File: src/rtl/ipv4_hdr_pkg.sv
// Shared constants, request record and checksum helper for the IPv4 header generator.
package ipv4_hdr_pkg;

    localparam logic [7:0]  IPV4_VER_IHL     = 8'h45;
    localparam logic [15:0] IPV4_MIN_HDR_LEN = 16'd20;

    // Byte offsets of each field inside the 20-byte header (byte 0 is transmitted first)
    localparam int unsigned OFF_VER_IHL   = 0;
    localparam int unsigned OFF_TOS       = 1;
    localparam int unsigned OFF_TOTAL_LEN = 2;
    localparam int unsigned OFF_ID        = 4;
    localparam int unsigned OFF_FLAGS     = 6;
    localparam int unsigned OFF_TTL       = 8;
    localparam int unsigned OFF_PROTO     = 9;
    localparam int unsigned OFF_CSUM      = 10;
    localparam int unsigned OFF_SRC       = 12;
    localparam int unsigned OFF_DST       = 16;

    localparam int unsigned HDR_BYTES = 20;

    // Bit positions inside the 2-bit error vector
    localparam int unsigned ERR_LEN = 0;
    localparam int unsigned ERR_CH  = 1;

    // Per-request record carried through the FIFO and stage A
    typedef struct packed {
        logic [31:0] src_ip;
        logic [31:0] dst_ip;
        logic [15:0] total_len;
        logic [5:0]  dscp;
        logic [7:0]  ttl;
        logic        df;
        logic [15:0] id;
        logic [1:0]  err;
    } hdr_fields_t;

    // Two end-around-carry folds of a 20-bit word sum, then one's complement
    function automatic logic [15:0] csum_fold(input logic [19:0] sum);
        logic [16:0] s1;
        logic [16:0] s2;
        s1 = {1'b0, sum[15:0]} + {13'b0, sum[19:16]};
        s2 = {1'b0, s1[15:0]} + {16'b0, s1[16]};
        return ~s2[15:0];
    endfunction

endpackage

File: src/rtl/hdr_req_fifo.sv
// Synchronous first-word-fall-through FIFO with occupancy output.
// Depth must be a power of two; pointers wrap naturally.
module hdr_req_fifo #(
    parameter int unsigned Width = 8,
    parameter int unsigned Depth = 4
) (
    input  logic                     clk_i,
    input  logic                     rst_i,
    input  logic                     push_i,
    input  logic [Width-1:0]         wdata_i,
    input  logic                     pop_i,
    output logic [Width-1:0]         rdata_o,
    output logic                     full_o,
    output logic                     empty_o,
    output logic [$clog2(Depth):0]   level_o
);

    localparam int unsigned AddrW = $clog2(Depth);
    localparam logic [AddrW:0] FullLevel = (AddrW + 1)'(Depth);

    logic [Width-1:0] mem_q [Depth];
    logic [Width-1:0] mem_d [Depth];
    logic [AddrW-1:0] wptr_q, wptr_d;
    logic [AddrW-1:0] rptr_q, rptr_d;
    logic [AddrW:0]   count_q, count_d;
    logic             do_push, do_pop;

    // Next-state for storage, pointers and occupancy
    always_comb begin
        do_push = push_i && (count_q != FullLevel);
        do_pop  = pop_i && (count_q != '0);
        mem_d   = mem_q;
        wptr_d  = wptr_q;
        rptr_d  = rptr_q;
        count_d = count_q;
        if (do_push) begin
            mem_d[wptr_q] = wdata_i;
            wptr_d        = wptr_q + AddrW'(1);
        end
        if (do_pop) begin
            rptr_d = rptr_q + AddrW'(1);
        end
        case ({do_push, do_pop})
            2'b10:   count_d = count_q + (AddrW + 1)'(1);
            2'b01:   count_d = count_q - (AddrW + 1)'(1);
            default: count_d = count_q;
        endcase
    end

    // Pointer and occupancy registers
    always_ff @(posedge clk_i) begin
        if (rst_i) begin
            wptr_q  <= '0;
            rptr_q  <= '0;
            count_q <= '0;
        end else begin
            wptr_q  <= wptr_d;
            rptr_q  <= rptr_d;
            count_q <= count_d;
        end
    end

    // Storage array; contents are don't-care while empty, so no reset
    always_ff @(posedge clk_i) begin
        mem_q <= mem_d;
    end

    assign rdata_o = mem_q[rptr_q];
    assign full_o  = (count_q == FullLevel);
    assign empty_o = (count_q == '0);
    assign level_o = count_q;

endmodule

File: src/rtl/ipv4_header_gen_mc.sv
// Multi-channel IPv4 header generator: request FIFO, stage A (word sum),
// stage B (fold, complement, header assembly).
// Build option IPV4_ID_PER_CH_EN: defined gives one Identification counter per
// channel; undefined gives a single counter shared by all channels.
module ipv4_header_gen_mc
    import ipv4_hdr_pkg::*;
#(
    parameter int unsigned NUM_CH      = 4,
    parameter int unsigned FIFO_DEPTH  = 4,
    parameter logic [7:0]  PROTOCOL    = 8'd17,
    parameter logic [7:0]  TTL_DEFAULT = 8'd64,
    parameter logic [15:0] ID_INIT     = 16'h0000,
    localparam int unsigned CH_W  = (NUM_CH > 1) ? $clog2(NUM_CH) : 1,
    localparam int unsigned LVL_W = $clog2(FIFO_DEPTH) + 1
) (
    input  logic              clk,
    input  logic              rst,
    input  logic              in_valid,
    output logic              in_ready,
    input  logic [CH_W-1:0]   in_ch,
    input  logic [31:0]       in_src_ip,
    input  logic [31:0]       in_dst_ip,
    input  logic [15:0]       in_total_len,
    input  logic [5:0]        in_dscp,
    input  logic [7:0]        in_ttl,
    input  logic              in_df,
    output logic              out_valid,
    input  logic              out_ready,
    output logic [159:0]      out_header,
    output logic [15:0]       out_checksum,
    output logic [CH_W-1:0]   out_ch,
    output logic [1:0]        out_err,
    output logic [LVL_W-1:0]  fifo_level
);

    localparam int unsigned HdrMsb = HDR_BYTES * 8 - 1;
    localparam int unsigned EntryW = CH_W + $bits(hdr_fields_t);

    hdr_fields_t       req_f, head_f;
    logic [CH_W-1:0]   head_ch;
    logic [EntryW-1:0] fifo_wdata, fifo_rdata;
    logic              fifo_full, fifo_empty;
    logic              push, pop;
    logic [1:0]        req_err;
    logic [15:0]       req_id;

    logic              a_adv, b_adv;
    logic [19:0]       head_sum;
    logic              a_valid_q, a_valid_d;
    logic [CH_W-1:0]   a_ch_q, a_ch_d;
    hdr_fields_t       a_f_q, a_f_d;
    logic [19:0]       a_sum_q, a_sum_d;

    logic [15:0]       csum;
    logic [159:0]      hdr;
    logic              out_valid_q, out_valid_d;
    logic [159:0]      out_header_q, out_header_d;
    logic [15:0]       out_checksum_q, out_checksum_d;
    logic [CH_W-1:0]   out_ch_q, out_ch_d;
    logic [1:0]        out_err_q, out_err_d;

    // Request classification, TTL substitution and FIFO write data
    always_comb begin
        req_err          = '0;
        req_err[ERR_LEN] = (in_total_len < IPV4_MIN_HDR_LEN);
        req_err[ERR_CH]  = (32'(in_ch) >= NUM_CH);
        push             = in_valid && !fifo_full;
        req_f.src_ip     = in_src_ip;
        req_f.dst_ip     = in_dst_ip;
        req_f.total_len  = in_total_len;
        req_f.dscp       = in_dscp;
        req_f.ttl        = (in_ttl == 8'd0) ? TTL_DEFAULT : in_ttl;
        req_f.df         = in_df;
        req_f.id         = req_id;
        req_f.err        = req_err;
        fifo_wdata       = {in_ch, req_f};
    end

`ifdef IPV4_ID_PER_CH_EN
    logic [NUM_CH-1:0][15:0] id_q, id_d;

    // Per-channel ID: errored requests get 0 and never touch a counter
    always_comb begin
        id_d   = id_q;
        req_id = 16'h0000;
        if (req_err == 2'b00) begin
            req_id = id_q[in_ch];
            if (push) begin
                id_d[in_ch] = id_q[in_ch] + 16'd1;
            end
        end
    end

    // ID counter registers
    always_ff @(posedge clk) begin
        if (rst) begin
            id_q <= {NUM_CH{ID_INIT}};
        end else begin
            id_q <= id_d;
        end
    end
`else
    logic [15:0] id_q, id_d;

    // Shared ID: errored requests get 0 and leave the counter alone
    always_comb begin
        id_d   = id_q;
        req_id = 16'h0000;
        if (req_err == 2'b00) begin
            req_id = id_q;
            if (push) begin
                id_d = id_q + 16'd1;
            end
        end
    end

    // ID counter register
    always_ff @(posedge clk) begin
        if (rst) begin
            id_q <= ID_INIT;
        end else begin
            id_q <= id_d;
        end
    end
`endif

    hdr_req_fifo #(
        .Width (EntryW),
        .Depth (FIFO_DEPTH)
    ) u_fifo (
        .clk_i   (clk),
        .rst_i   (rst),
        .push_i  (push),
        .wdata_i (fifo_wdata),
        .pop_i   (pop),
        .rdata_o (fifo_rdata),
        .full_o  (fifo_full),
        .empty_o (fifo_empty),
        .level_o (fifo_level)
    );

    // Stage A: pop the head and register the sum of the ten header words
    always_comb begin
        b_adv            = !out_valid_q || out_ready;
        a_adv            = !a_valid_q || b_adv;
        pop              = a_adv && !fifo_empty;
        {head_ch, head_f} = fifo_rdata;
        head_sum = {4'h0, IPV4_VER_IHL, head_f.dscp, 2'b00}
                 + {4'h0, head_f.total_len}
                 + {4'h0, head_f.id}
                 + {4'h0, 1'b0, head_f.df, 14'b0}
                 + {4'h0, head_f.ttl, PROTOCOL}
                 + {4'h0, head_f.src_ip[31:16]}
                 + {4'h0, head_f.src_ip[15:0]}
                 + {4'h0, head_f.dst_ip[31:16]}
                 + {4'h0, head_f.dst_ip[15:0]};
        a_valid_d = a_valid_q;
        a_ch_d    = a_ch_q;
        a_f_d     = a_f_q;
        a_sum_d   = a_sum_q;
        if (a_adv) begin
            a_valid_d = !fifo_empty;
            if (pop) begin
                a_ch_d  = head_ch;
                a_f_d   = head_f;
                a_sum_d = head_sum;
            end
        end
    end

    // Stage B: fold the sum and assemble the header; hold while stalled
    always_comb begin
        csum = csum_fold(a_sum_q);
        hdr  = '0;
        hdr[HdrMsb - 8*OFF_VER_IHL   -: 8]  = IPV4_VER_IHL;
        hdr[HdrMsb - 8*OFF_TOS       -: 8]  = {a_f_q.dscp, 2'b00};
        hdr[HdrMsb - 8*OFF_TOTAL_LEN -: 16] = a_f_q.total_len;
        hdr[HdrMsb - 8*OFF_ID        -: 16] = a_f_q.id;
        hdr[HdrMsb - 8*OFF_FLAGS     -: 16] = {1'b0, a_f_q.df, 14'b0};
        hdr[HdrMsb - 8*OFF_TTL       -: 8]  = a_f_q.ttl;
        hdr[HdrMsb - 8*OFF_PROTO     -: 8]  = PROTOCOL;
        hdr[HdrMsb - 8*OFF_CSUM      -: 16] = csum;
        hdr[HdrMsb - 8*OFF_SRC       -: 32] = a_f_q.src_ip;
        hdr[HdrMsb - 8*OFF_DST       -: 32] = a_f_q.dst_ip;
        out_valid_d    = out_valid_q;
        out_header_d   = out_header_q;
        out_checksum_d = out_checksum_q;
        out_ch_d       = out_ch_q;
        out_err_d      = out_err_q;
        if (b_adv) begin
            out_valid_d = a_valid_q;
            if (a_valid_q) begin
                out_header_d   = hdr;
                out_checksum_d = csum;
                out_ch_d       = a_ch_q;
                out_err_d      = a_f_q.err;
            end
        end
    end

    // Pipeline registers for both stages
    always_ff @(posedge clk) begin
        if (rst) begin
            a_valid_q      <= 1'b0;
            a_ch_q         <= '0;
            a_f_q          <= '0;
            a_sum_q        <= '0;
            out_valid_q    <= 1'b0;
            out_header_q   <= '0;
            out_checksum_q <= '0;
            out_ch_q       <= '0;
            out_err_q      <= '0;
        end else begin
            a_valid_q      <= a_valid_d;
            a_ch_q         <= a_ch_d;
            a_f_q          <= a_f_d;
            a_sum_q        <= a_sum_d;
            out_valid_q    <= out_valid_d;
            out_header_q   <= out_header_d;
            out_checksum_q <= out_checksum_d;
            out_ch_q       <= out_ch_d;
            out_err_q      <= out_err_d;
        end
    end

    assign in_ready     = !fifo_full;
    assign out_valid    = out_valid_q;
    assign out_header   = out_header_q;
    assign out_checksum = out_checksum_q;
    assign out_ch       = out_ch_q;
    assign out_err      = out_err_q;

endmodule

File: config.mk
export PLATFORM = sky130hd
export DESIGN_NAME = ipv4_header_gen_mc
export DESIGN_NICKNAME = d
export VERILOG_FILES = /design/src/rtl/ipv4_hdr_pkg.sv /design/src/rtl/hdr_req_fifo.sv /design/src/rtl/ipv4_header_gen_mc.sv
export SDC_FILE = /design/constraint.sdc
export NUM_CORES = 1
export LEC_CHECK = 0
export ABC_AREA = 0
export CORE_MARGIN = 4
export CORE_UTILIZATION = 60
export CTS_BUF_LIST = sky130_fd_sc_hd__clkbuf_4 sky130_fd_sc_hd__clkbuf_8
export CTS_CLUSTER_DIAMETER = 60
export CTS_CLUSTER_SIZE = 16
export DETAILED_ROUTE_END_ITERATION = 16
export PLACE_DENSITY = 0.91
export SLEW_MARGIN = 25
export SYNTH_ARGS = -nofsm -noshare
export SYNTH_HDL_FRONTEND = slang
export SYNTH_HIERARCHICAL = 1
export SYNTH_SLANG_ARGS = --single-unit
File: constraint.sdc
create_clock -name clk -period 6.8 [get_ports clk]
set_clock_uncertainty 0.15 [all_clocks]
set_input_delay 1.02 -clock clk [delete_from_list [all_inputs] [get_ports clk]]
set_output_delay 1.02 -clock clk [all_outputs]
set_load 0.005 [all_outputs]
==> run_results.csv, run 1 <==
group,metric,value,unit
clock_tree,cts_hold_buf,0,
drt,drt-pass1-iter-count,5,
timing,max_freq,166,MHz
global_routing,grt_max_degree,117,
global_routing,grt_overflow,0,
place,dp_hpwl,55100,um
timing,max_slew_margin,31.3,%
timing,rsz0062_at_grt,"no",
die,die_w,237,um
cells_and_area,final_cell_count_no_fill,3409,
logic_synthesis,async_reset_ff_share,0,%
timing,hold_violations,0,
place,place_inst,3302,
timing,period_share,88.4,%
place,io_buffer_count,257,
setup_path,critPathBufInv,5,
global_routing,grt_pass1_wl,120000,um
clock_tree,cts_buffers,55,
global_routing,antenna_found_initial,5,
outcome,status,"complete, no violations",
cells_and_area,num-nets-final,2909,
die,rows,83,
die,boundaryPins,286,
die,fp.dieArea,56400,sq um
logic_synthesis,syn_avg_cell_area,12.7,sq um
job,drv_cap,0,
drt,vias_per_cell,5.98,
logic_synthesis,yosysWarnings,6,
setup_path,startpoint_type,"flop",
place,gp_congestion,0.933,
setup_path,cp_max_fo,28,
clock_tree,h-tree-depth,2,
cells_and_area,fillers,3302,
die,die_y,237,um
setup_path,cp_slowest_cell,"dfxtp_4",
logic_synthesis,synth_edf_count,460,
timing,max_slew.worst_pin.slew,1.03,ns
clock_tree,cts_buffer_depth,3,
drt,routed_wl,79700,um
logic_synthesis,synth.yosys.seq_area_share,62.2,%
cells_and_area,syn2layout_area_growth,12.8,%
cells_and_area,layout-drive-gt1-share,9.91,%
setup_path,critPathMaxStageDelay,0.74,ns
logic_synthesis,ys.flop_type,"edfxtp_1",
die,start_util,61.1,%
drt,vias,20393,
drt,drt-initial-drc-count,2388,
global_routing,grtUsageTotal,27.6,%
setup_path,cp.arrival,6.47,ns
clock_tree,cts_sinks,751,
clock_tree,path_clk_slew,0.10,ns
timing,layout_min_cycle_time,6.01,ns
global_routing,grt_pass1_vias,20212,
die,core-area,51700,sq um
timing,drv_slew,0,
drt,drc_errors,0,
timing,setup_tns,0,ns
clock_tree,cts_resized,0,
setup_path,cp_data_required_time,7.26,ns
clock_tree,worstSkewPairLatency,0.72,ns
timing,finalSetupViolCount,0,
clock_tree,cts_tree,"built",
clock_tree,cts_root_buffer,"clkbuf_8",
worst_hold_path,hold_path.class,"flop to flop",
setup_path,path_class,"flop to flop",
logic_synthesis,syn_area,31600,sq um
setup_path,cp_top_family,"adder cells",
logic_synthesis,ys_ff_latch,751,
logic_synthesis,syn_inst,2494,
drt,wire_per_inst,23.4,um
setup_path,crit_path_cell_trace,"buf_12, mux4_2, inv_1, fa_1, inv_1, fa_1, fa_1, inv_1, fa_1, inv_1, ha_1, a2111oi_0, a211oi_1, o21a_1, o31ai_1",
setup_path,critPathCaptureType,"flop",
logic_synthesis,synth.distinct_cells,64,
clock_tree,postCtsSetupRepairBufs,0,
drt,ant_nets,0,
## per-layer routing
| metal | vias up | wire length (um) | track usage (%) |
|---|---|---|---|
| li1 | 8923 | - | - |
| met1 | 10069 | 28600 | 36.6 |
| met2 | 1234 | 40300 | 46.7 |
| met3 | 167 | 7620 | 4.73 |
| met4 | 0 | 3210 | 10.1 |
| met5 | - | 0 | 0 |
## area by class of cell
cell class                      count  area (sq um)  share of cell area, %
Antenna cell                        5          12.5                 0.0351
Clock buffer                       92          1030                   2.90
Clock inverter                     10           106                  0.299
Inverter                          238           896                   2.51
Multi-Input combinational cell   1349         10200                   28.7
Sequential cell                   751         19600                   55.1
Tap cell                          680           851                   2.39
Timing Repair Buffer              284          2870                   8.05
## worst min-delay path: stages, from the launching register on
cell	delay [ns]
dfxtp_1	0.32
nand2_1	0.06
a21oi_1	0.05
## cell usage in the layout, fill, tap and decap left out, types with 25 or more instances in the layout
master	Yosys	final
nand3_1	25	25
clkbuf_8	0	56
ha_1	49	49
dfxtp_1	291	289
clkdlybuf4s50_1	0	256
nand2_1	495	495
edfxtp_1	460	460
clkbuf_4	0	37
conb_1	1	32
fa_1	80	80
mux4_2	115	115
o21ai_0	25	25
a21oi_1	265	265
nor2_1	36	36
inv_1	238	238
## state kept, by name, summed over array words and instances, names as in the netlist
register,flops
u_fifo/level_o,3
u_fifo/rptr_q,2
u_fifo/mem_q,460
out_header,113
a_f_q,113
a_valid_q,1
out_valid,1
out_ch,2
a_sum_q,19
u_fifo/wptr_q,2
id_q,16
out_err,2
a_ch_q,2
out_checksum,15
## cells by family (layout without fill, tap and decap cells)
group                    after synthesis  after routing  synth area share, %
flip-flops                           751            751                 62.2
AND/OR/NAND/NOR                      665            665                 8.97
buffers and inverters                425            624                 5.94
AO/OA/AOI/OAI                        370            370                 6.62
adder cells (fa/ha/maj)              130            130                 7.04
multiplexers                         117            117                 8.26
XOR/XNOR                              35             35                0.971
other                                  1             37               0.0119
## synthesized netlist by cell type, types with 9 or more instances
cell type / count / share of area, %
a31oi_1: 11 / 0.22
edfxtp_1: 460 / 44
o21ai_0: 25 / 0.40
nand3_1: 25 / 0.40
a21o_1: 9 / 0.21
nand2_1: 495 / 5.9
fa_1: 80 / 5.1
or3_1: 12 / 0.24
nor2_1: 36 / 0.43
and2_1: 20 / 0.40
xor2_1: 13 / 0.36
ha_1: 49 / 1.9
dfxtp_1: 291 / 18
buf_4: 52 / 1.2
inv_1: 238 / 2.8
clkbuf_1: 104 / 1.2
nand4_1: 15 / 0.30
nor3_1: 16 / 0.25
xnor2_1: 22 / 0.61
mux4_2: 115 / 8.2
buf_2: 17 / 0.27
a211oi_1: 13 / 0.31
a21oi_1: 265 / 4.2
## final timing paths
path	startpoint	to	slack (ns)	depth (start not counted)
worst min register to register	a_f_q[42]	out_header[137]	0.30	2
worst min-delay path	a_f_q[42]	out_header[137]	0.30	2
worst max-delay path	u_fifo/rptr_q[0]	a_sum_q[14]	0.79	15
worst max register to register	u_fifo/rptr_q[0]	a_sum_q[14]	0.79	15
## metrics by stage
| stage | setup WS (ns) | hold slack [ns] | utilization, % | cell area (sq um) |
|---|---|---|---|---|
| after floorplan | 1.58 | 0.282 | - | 31700 |
| after global placement | 0.882 | 0.290 | 66.7 | 34500 |
| after detailed placement | 0.774 | 0.296 | 66.7 | 34500 |
| after CTS | 0.750 | 0.306 | 68.9 | 35600 |
| after global routing | 0.360 | 0.322 | 68.9 | 35600 |
| final | 0.787 | 0.300 | 68.9 | 35600 |
Power of run 1 is left out: the tool's default activity adds up to more than one toggle a clock period on the data nets, which glitch-free logic cannot reach.
==> run 2: changes to the inputs <==
--- a/config.mk
+++ b/config.mk
@@ -6,13 +6,14 @@
 export NUM_CORES = 1
 export LEC_CHECK = 0
 export ABC_AREA = 0
-export CORE_MARGIN = 4
+export CORE_MARGIN = 1.5
 export CORE_UTILIZATION = 60
 export CTS_BUF_LIST = sky130_fd_sc_hd__clkbuf_4 sky130_fd_sc_hd__clkbuf_8
 export CTS_CLUSTER_DIAMETER = 60
 export CTS_CLUSTER_SIZE = 16
 export DETAILED_ROUTE_END_ITERATION = 16
 export PLACE_DENSITY = 0.91
+export SKIP_LAST_GASP = 1
 export SLEW_MARGIN = 25
 export SYNTH_ARGS = -nofsm -noshare
 export SYNTH_HDL_FRONTEND = slang
==> run_results.csv, run 2 (synthesized netlist as in run 1, its figures left out) <==
group,metric,value,unit
die,die_y,232,um
setup_path,cp.arrival,6.50,ns
timing,setup_tns,0,ns
place,gp_congestion,0.960,
clock_tree,path_clk_slew,0.11,ns
clock_tree,cts_root_buffer,"clkbuf_8",
drt,ant_nets,0,
clock_tree,cts_tree,"built",
timing,max_slew_margin,31.0,%
worst_hold_path,worstHoldPathCells,2,
global_routing,grt_overflow,0,
timing,finalSetupViolCount,0,
timing,rsz0062_at_grt,"no",
global_routing,antenna_found_initial,5,
setup_path,cp_top_family,"adder cells",
die,fp.dieArea,54000,sq um
setup_path,critical_path_depth,17,
setup_path,crit_path_cell_trace,"buf_12, mux4_2, inv_1, fa_1, inv_1, fa_1, fa_1, inv_1, fa_1, inv_1, ha_1, a211o_1, a211oi_1, nor4_1, a211oi_1, nand4_1, o211ai_1",
cells_and_area,syn2layout_area_growth,13.1,%
clock_tree,cts_buffer_depth,3,
setup_path,startpoint_type,"flop",
place,dp_hpwl,55900,um
setup_path,cp_max_fo,29,
place,pre_cts_ws,0.816,ns
die,start_util,61.2,%
clock_tree,cts_hold_buf,0,
clock_tree,cts_sinks,751,
die,die_w,232,um
drt,vias,20933,
clock_tree,cts_resized,0,
cells_and_area,final_common_cell,"nand2_1",
die,rows,83,
timing,hold-worst-slack,0.308,ns
timing,max_freq,166,MHz
cells_and_area,layout-drive-gt1-share,10.0,%
drt,vias_per_cell,6.13,
die,boundaryPins,286,
clock_tree,postCtsSetupRepairBufs,0,
global_routing,grt_pass1_wl,124000,um
timing,layout_min_cycle_time,6.02,ns
global_routing,grt_pass1_vias,20939,
setup_path,critPathCaptureType,"flop",
cells_and_area,fillers,3210,
job,drv_cap,0,
timing,drv_slew,0,
clock_tree,worstSkewPairLatency,0.72,ns
setup_path,critPathBufInv,5,
worst_hold_path,hold_path.class,"flop to flop",
drt,drc_errors,0,
drt,drt-pass1-iter-count,6,
setup_path,critPathMaxStageDelay,0.62,ns
global_routing,grt_max_degree,116,
place,io_buffer_count,257,
setup_path,cp_data_required_time,7.29,ns
cells_and_area,top_register,"u_fifo/mem_q",
clock_tree,cts_buffers,56,
setup_path,worst_r2r_path_depth,17,
setup_path,path_class,"flop to flop",
drt,wire_per_inst,24.1,um
setup_path,cp_slowest_cell,"dfxtp_4",
timing,hold_violations,0,
outcome,status,"complete, no violations",
clock_tree,h-tree-depth,2,
drt,drt-initial-drc-count,2574,
die,core-area,51600,sq um
timing,max_slew.worst_pin.slew,1.03,ns
cells_and_area,largest_register_ffs,460,
timing,period_share,88.5,%
cells_and_area,layout_common_cells,"nand2_1, edfxtp_1, dfxtp_1, a21oi_1, clkdlybuf4s50_1",
timing,fin_ws,0.785,ns
place,dpl_cell_area,34500,sq um
drt,routed_wl,82200,um
cells_and_area,num-nets-final,2911,
global_routing,grtUsageTotal,30.7,%
cells_and_area,final_area,35700,sq um
## run 2: per-layer routing
| layer | vias up | track usage [%] | share of wire, % |
|---|---|---|---|
| met2 | 1513 | 50.2 | 49 |
| met1 | 10218 | 39.2 | 35 |
| met4 | 0 | 15.7 | 5.3 |
| met5 | - | 0 | 0 |
| met3 | 267 | 5.93 | 10 |
| li1 | 8935 | - | - |
## run 2: final cells by class
cell class / count / area [sq um] / area share, %
antenna: 5 / 12.5 / 0.0350
clock buffer: 93 / 1050 / 2.95
clock inverter: 12 / 145 / 0.407
inverter: 238 / 896 / 2.51
multi-input combinational: 1349 / 10200 / 28.6
sequential: 751 / 19600 / 55.0
tap: 680 / 851 / 2.38
timing repair buffer: 285 / 2880 / 8.07
## run 2: worst min-delay path, cell delays in order (launching register included)
cell and delay [ns]:
dfxtp_1 0.32, nand2_1 0.05, a21oi_1 0.05
## run 2: final timing paths
path	startpoint	end	slack (ns)
min reg2reg	a_f_q[106]	a_f_q[106]	0.31
max	u_fifo/rptr_q[0]	a_sum_q[17]	0.78
min	a_f_q[106]	a_f_q[106]	0.31
max reg2reg	u_fifo/rptr_q[0]	a_sum_q[17]	0.78
## run 2: through the flow
stage	std cells	utilization, %
after floorplan	2525	-
after detailed placement	3302	66.8
after global routing	3412	69.2
after global placement	3302	66.8
after CTS	3407	69.1
final	3413	69.2
Power of run 2 is left out for the same reason.
